<file path="config.mk">
export PLATFORM = sky130hd
export DESIGN_NAME = dct_2d_ctrl
export DESIGN_NICKNAME = d
export VERILOG_FILES = /design/src/rtl/dct_2d_ctrl.sv
export SDC_FILE = /design/constraint.sdc
export NUM_CORES = 1
export LEC_CHECK = 0
export CAP_MARGIN = 40
export CORE_MARGIN = 4
export CORE_UTILIZATION = 44
export CTS_CLUSTER_SIZE = 10
export DETAILED_ROUTE_END_ITERATION = 6
export PLACE_DENSITY = 0.76
export SLEW_MARGIN = 20
export SYNTH_ARGS = -nofsm -noshare
export SYNTH_HDL_FRONTEND = slang
export SYNTH_SLANG_ARGS = --single-unit
</file>
<file path="constraint.sdc">
create_clock -name clk -period 2.2 [get_ports clk]
set_clock_uncertainty 0.2 [all_clocks]
set_input_delay 0.33 -clock clk [delete_from_list [all_inputs] [get_ports clk]]
set_output_delay 0.33 -clock clk [all_outputs]
set_load 0.02 [all_outputs]
</file>
<file path="src/rtl/dct_2d_ctrl.sv">
// Control sequencer for a 16x16 2-D DCT: row pass into the transpose buffer, then column pass to the output.
// Datapaths and buffer live outside; this block owns the FSM, counters and both handshakes.
module dct_2d_ctrl #(
    parameter int N       = 16,
    parameter int AW      = 4,
    parameter int ROW_LAT = 1,
    parameter int COL_LAT = 2
) (
    input  logic          clk,
    input  logic          rstn,
    input  logic          in_valid,
    output logic          in_ready,
    output logic          row_en,
    output logic          tb_we,
    output logic [AW-1:0] tb_waddr,
    output logic          tb_re,
    output logic [AW-1:0] tb_raddr,
    output logic          col_en,
    output logic          out_valid,
    input  logic          out_ready,
    output logic [AW-1:0] out_idx,
    output logic          out_last,
    output logic          busy,
    output logic          blk_done,
    output logic [2:0]    state_dbg
);

    // Both handshakes: a transfer happens on a rising edge where valid and ready are both high;
    // valid and its payload stay stable until that edge, ready may depend on state only.

    localparam int            WW    = (COL_LAT > 0) ? $clog2(COL_LAT + 1) : 1;
    localparam logic [AW-1:0] LAST  = AW'(N - 1);
    localparam logic [WW-1:0] WMAX  = WW'(COL_LAT);

    typedef enum logic [2:0] {
        IDLE     = 3'd0,
        ROW      = 3'd1,
        FLUSH    = 3'd2,
        COL_RD   = 3'd3,
        COL_WAIT = 3'd4,
        COL_OUT  = 3'd5,
        DONE     = 3'd6
    } state_t;

    state_t             state, state_nxt;
    logic [AW-1:0]      r, r_nxt;
    logic [AW-1:0]      c, c_nxt;
    logic [WW-1:0]      w, w_nxt;
    logic [ROW_LAT-1:0] we_pipe;
    logic [ROW_LAT-1:0] we_pend;
    logic [AW-1:0]      addr_pipe [ROW_LAT];

    assign in_ready  = (state == ROW);
    assign busy      = (state != IDLE);
    assign row_en    = in_valid & in_ready;
    assign tb_we     = we_pipe[ROW_LAT-1];
    assign tb_waddr  = addr_pipe[ROW_LAT-1];
    assign state_dbg = state;

    always_comb begin
        state_nxt = state;
        r_nxt     = r;
        c_nxt     = c;
        w_nxt     = w;
        // Writes still queued behind the one issuing this cycle.
        we_pend              = we_pipe;
        we_pend[ROW_LAT-1]   = 1'b0;
        case (state)
            IDLE: state_nxt = ROW;
            ROW: begin
                if (row_en) begin
                    if (r == LAST) state_nxt = FLUSH;
                    else           r_nxt     = r + 1'b1;
                end
            end
            FLUSH: begin
                if (we_pend == '0) begin
                    c_nxt     = '0;
                    state_nxt = COL_RD;
                end
            end
            COL_RD: begin
                w_nxt     = '0;
                state_nxt = COL_WAIT;
            end
            COL_WAIT: begin
                if (w == WMAX) state_nxt = COL_OUT;
                else           w_nxt     = w + 1'b1;
            end
            COL_OUT: begin
                if (out_valid && out_ready) begin
                    if (c == LAST) begin
                        state_nxt = DONE;
                    end else begin
                        c_nxt     = c + 1'b1;
                        state_nxt = COL_RD;
                    end
                end
            end
            DONE: begin
                r_nxt     = '0;
                state_nxt = ROW;
            end
            default: state_nxt = IDLE;
        endcase
    end

    always_ff @(posedge clk or negedge rstn) begin
        if (!rstn) begin
            state <= IDLE;
            r     <= '0;
            c     <= '0;
            w     <= '0;
        end else begin
            state <= state_nxt;
            r     <= r_nxt;
            c     <= c_nxt;
            w     <= w_nxt;
        end
    end

    // Row write pipe: matches the row-DCT latency so the address lands with its data.
    always_ff @(posedge clk or negedge rstn) begin
        if (!rstn) begin
            we_pipe <= '0;
            for (int i = 0; i < ROW_LAT; i++) addr_pipe[i] <= '0;
        end else begin
            we_pipe[0]   <= row_en;
            addr_pipe[0] <= r;
            for (int i = 1; i < ROW_LAT; i++) begin
                we_pipe[i]   <= we_pipe[i-1];
                addr_pipe[i] <= addr_pipe[i-1];
            end
        end
    end

    // Column-side outputs are registered from the next state so they align with the state they describe.
    always_ff @(posedge clk or negedge rstn) begin
        if (!rstn) begin
            tb_re     <= 1'b0;
            tb_raddr  <= '0;
            col_en    <= 1'b0;
            out_valid <= 1'b0;
            out_idx   <= '0;
            out_last  <= 1'b0;
            blk_done  <= 1'b0;
        end else begin
            tb_re     <= (state_nxt == COL_RD);
            tb_raddr  <= (state_nxt == COL_RD) ? c_nxt : '0;
            col_en    <= (state == COL_RD) && (state_nxt == COL_WAIT);
            out_valid <= (state_nxt == COL_OUT);
            out_idx   <= (state_nxt == COL_OUT) ? c_nxt : '0;
            out_last  <= (state_nxt == COL_OUT) && (c_nxt == LAST);
            blk_done  <= (state_nxt == DONE);
        end
    end

endmodule

</file>
==> summary.md <==
| Metric | Value |
|---|---|
| Required @ worst endpoint | 1.67 ns |
| F_max | 470 MHz |
| Synthesized Nets | 129 |
| Layout area overhead | 36.6% |
| Global placement routability congestion | 0.851 |
| Max_cap viols | 0 |
| Synth area leaders | dfrtp_1, nor2_1, inv_1 |
| R2r startpoint | c[1]$_DFF_PN0_ |
| Die W | 63.0 um |
| Worst path max stage delay | 0.60 ns |
| Vias in the first global route | 1159 |
| Row cnt | 19 |
| Hold WC Path Type | input port to async pin |
| Initial core utilization | 47.1% |
| Final setup margin | 0.0710 ns |
| Synth area leader | dfrtp_1 |
| DR pass1 iterations | 4 |
| Die area | 0.00397 sq mm |
| Fin area | 0.00182 sq mm |
| First-pass GRT wire length | 5140 um |
| IO Pins | 28 |
| Slew Limit Fails | 0 |
| Htree depth | 2 |
| Initial antenna violation count | 0 |
| Pin count of the biggest net entering global routing | 32 |
| Number of diodes | 0 |
| Final WL | 3070 um |
| CP startpoint kind | flip-flop |
| CTS root buffer | clkbuf_4 |
| Fin crit period | 2.13 ns |
| Worst slack, placed | -0.0800 ns |
| Warnings, synthesis | 0 |
| Antenna viol nets, final | 0 |
| DR DRC count | 0 |
| Pwr Density | 1420 mW/mm^2 |
| Worst slew pin tran | 0.514 ns |
| Fin nets | 175 |
| Synth Cell Area | 0.00133 sq mm |
| Number of synthesized register bits | 31 |
| Slowest CP cell | clkdlybuf4s50_1 |
| CTS Buffer Depth | 2 |
| Gate Count Post-Synth | 122 |
| Top_reg_cell synth | dfrtp_1 |
| Worst Path Max Fanout | 7 |
| Top cells by count, synth | dfrtp_1, nor2_1, inv_1, nand2_1 |
| Vias per cell | 5.53 |
| Clock tree from TritonCTS | yes |
| Avg WL per Cell | 15.3 um |
| Layout cell share with drive strength beyond 1 | 20.7% |
| Sequential fraction of the synthesis area | 58.3% |
| P_leak | 0.862 nW |
| DP HPWL | 2130 um |
| Initial drt markers | 40 |
| Setup-failing EPs final | 0 |
| Skew-Pair Late Insertion Delay | 0.33 ns |
| Kind of critical path | flip-flop to output pin |
| Arr. time, crit path | 1.60 ns |
| Clock-pin slew on the worst setup and hold paths | 0.09 ns |
| Vias | 1105 |
| Crit-path cells | buf_4 > clkdlybuf4s50_1 |
| CTS Buf Count | 5 |
| Hold-fix buffers at CTS | 0 |
| Port buffer count | 27 |
| Library cells used by synthesis | 37 |
| Die height | 63.0 um |
| CTS sink count | 31 |
| Placed Area | 0.00172 sq mm |
| Number of synthesized flops with an enable pin | 0 |
| Final hold violation count | 0 |
| Period utilisation layout | 96.8% |
| Post-synthesis async set-or-reset flop share | 100% |
| FF-to-FF path depth | 7 |
| Slew Limit Headroom | 65.4% |
| Gr usage total | 16.8% |
| Post-synth top area share | 58.3% |
| Congestion Overflow GR | 0 |
| Most common cell in the synthesized netlist | dfrtp_1 |
| Peak supply drop | 0.877 mV |
| Avg Inst Size Synth | 10.9 sq um |
| Setup crit end kind | output pin |
| Status | finished clean |
| Critical R2R Capture | out_idx[3]$_DFF_PN0_ |
| RSZ-0062 raised after global routing | false |
| Reg2reg setup slack | 0.11 ns |
| Area of the core | 0.00283 sq mm |
cell usage in the layout, fill, tap and decap left out, types with 2 or more instances in the layout:
cell,netlist,layout
nand4_1,2,2
clkbuf_1,1,2
ha_1,3,2
nor3b_1,2,2
o21ai_0,4,3
xor2_1,2,2
nand2b_1,2,2
nand3_1,2,2
o31ai_1,2,2
dfrtp_2,0,2
o221a_2,2,2
nand2_1,8,8
clkbuf_4,0,5
nor3_1,4,4
a21oi_1,2,2
nand3b_1,2,2
a22oi_1,2,2
dlygate4sd2_1,0,2
buf_4,0,16
dfrtp_1,31,29
o41ai_1,2,2
nor2_1,17,17
clkdlybuf4s50_1,0,24
inv_1,11,11
sequential cells by signal, summed over array words and instances, names as in the netlist:
signal,cells
out_last,1
w,2
r,4
out_valid,1
col_en,1
tb_re,1
c,4
blk_done,1
out_idx,4
tb_we,1
tb_raddr,4
tb_waddr,4
state_dbg,3
cells by family (layout without fill, tap and decap cells):
family	Yosys count	in the layout	share of synthesized area, %
AO/OA/AOI/OAI	20	20	11.9
multiplexers	1	1	0.752
AND/OR/NAND/NOR	49	49	19.3
buffers and inverters	15	62	4.98
adder cells (fa/ha/maj)	3	3	2.82
flip-flops	31	31	58.3
XOR/XNOR	3	3	1.97
power by group:
part	leakage [nW]	total (W)	internal, W	switching, W
combinational	0.435	0.00135	0.000652	0.000694
clock	0.0293	0.000310	0.000124	0.000186
sequential	0.398	0.000922	0.000753	0.000169
total	0.862	0.00258	0.00153	0.00105
per-layer routing:
metal / track usage [%] / wire length, um / up-vias
met5: 0 / 0 / -
met4: 11.8 / 112 / 0
met3: 4.14 / 150 / 11
met2: 27.3 / 1530 / 41
met1: 19.3 / 1280 / 534
li1: - / - / 519
critical path: cells and delay by family, from the launching register on:
kind / cells / cell delay (ns)
buffers and inverters: 2 / 0.79
DFF: 1 / 0.48
worst max path at each step:
stage,start,to,slack [ns],depth (start not counted)
CTS,c[1]$_DFF_PN0_,out_idx[3]$_DFF_PN0_,0.02,7
detailed placement,out_ready,out_idx[3]$_DFF_PN0_,-0.08,7
global route,c[1]$_DFF_PN0_,out_idx[2]$_DFF_PN0_,0.006,7
finish,state_dbg[0]$_DFF_PN0_,state_dbg[0],0.07,2
global placement,in_valid,row_en,-0.01,3
floorplan,c[0]$_DFF_PN0_,out_last$_DFF_PN0_,0.10,7
cell type report:
cell class              count  area, sq um
fillers                   232         1010
clock buffers               7         45.0
repair buffers             43          390
clock inverters             1         5.00
flip-flops and latches     31          778
multi-input cells          76          519
inverters                  11         41.3
well taps                  31         38.8
through the flow:
step | hold slack (ns) | setup TNS, ns | cells | total power [W] | util (%)
after global routing | 0.214 | 0 | 200 | 0.00275 | 64.3
after detailed placement | 0.221 | -0.280 | 190 | 0.00218 | 60.8
final | 0.166 | 0 | 200 | 0.00258 | 64.3
after CTS | 0.175 | 0 | 200 | 0.00252 | 63.2
after floorplan | -0.166 | 0 | 122 | 0.00160 | -
after global placement | 0.204 | -0.0136 | 190 | 0.00213 | 60.8
repair_timing:
| action | 4_1_cts | 5_1_grt |
|---|---|---|
| gates resized for setup | 4 | 8 |
| endpoints found under the setup margin | 5 | 6 |
| setup buffers | 2 | 0 |
(Power assumes the default switching activity.)
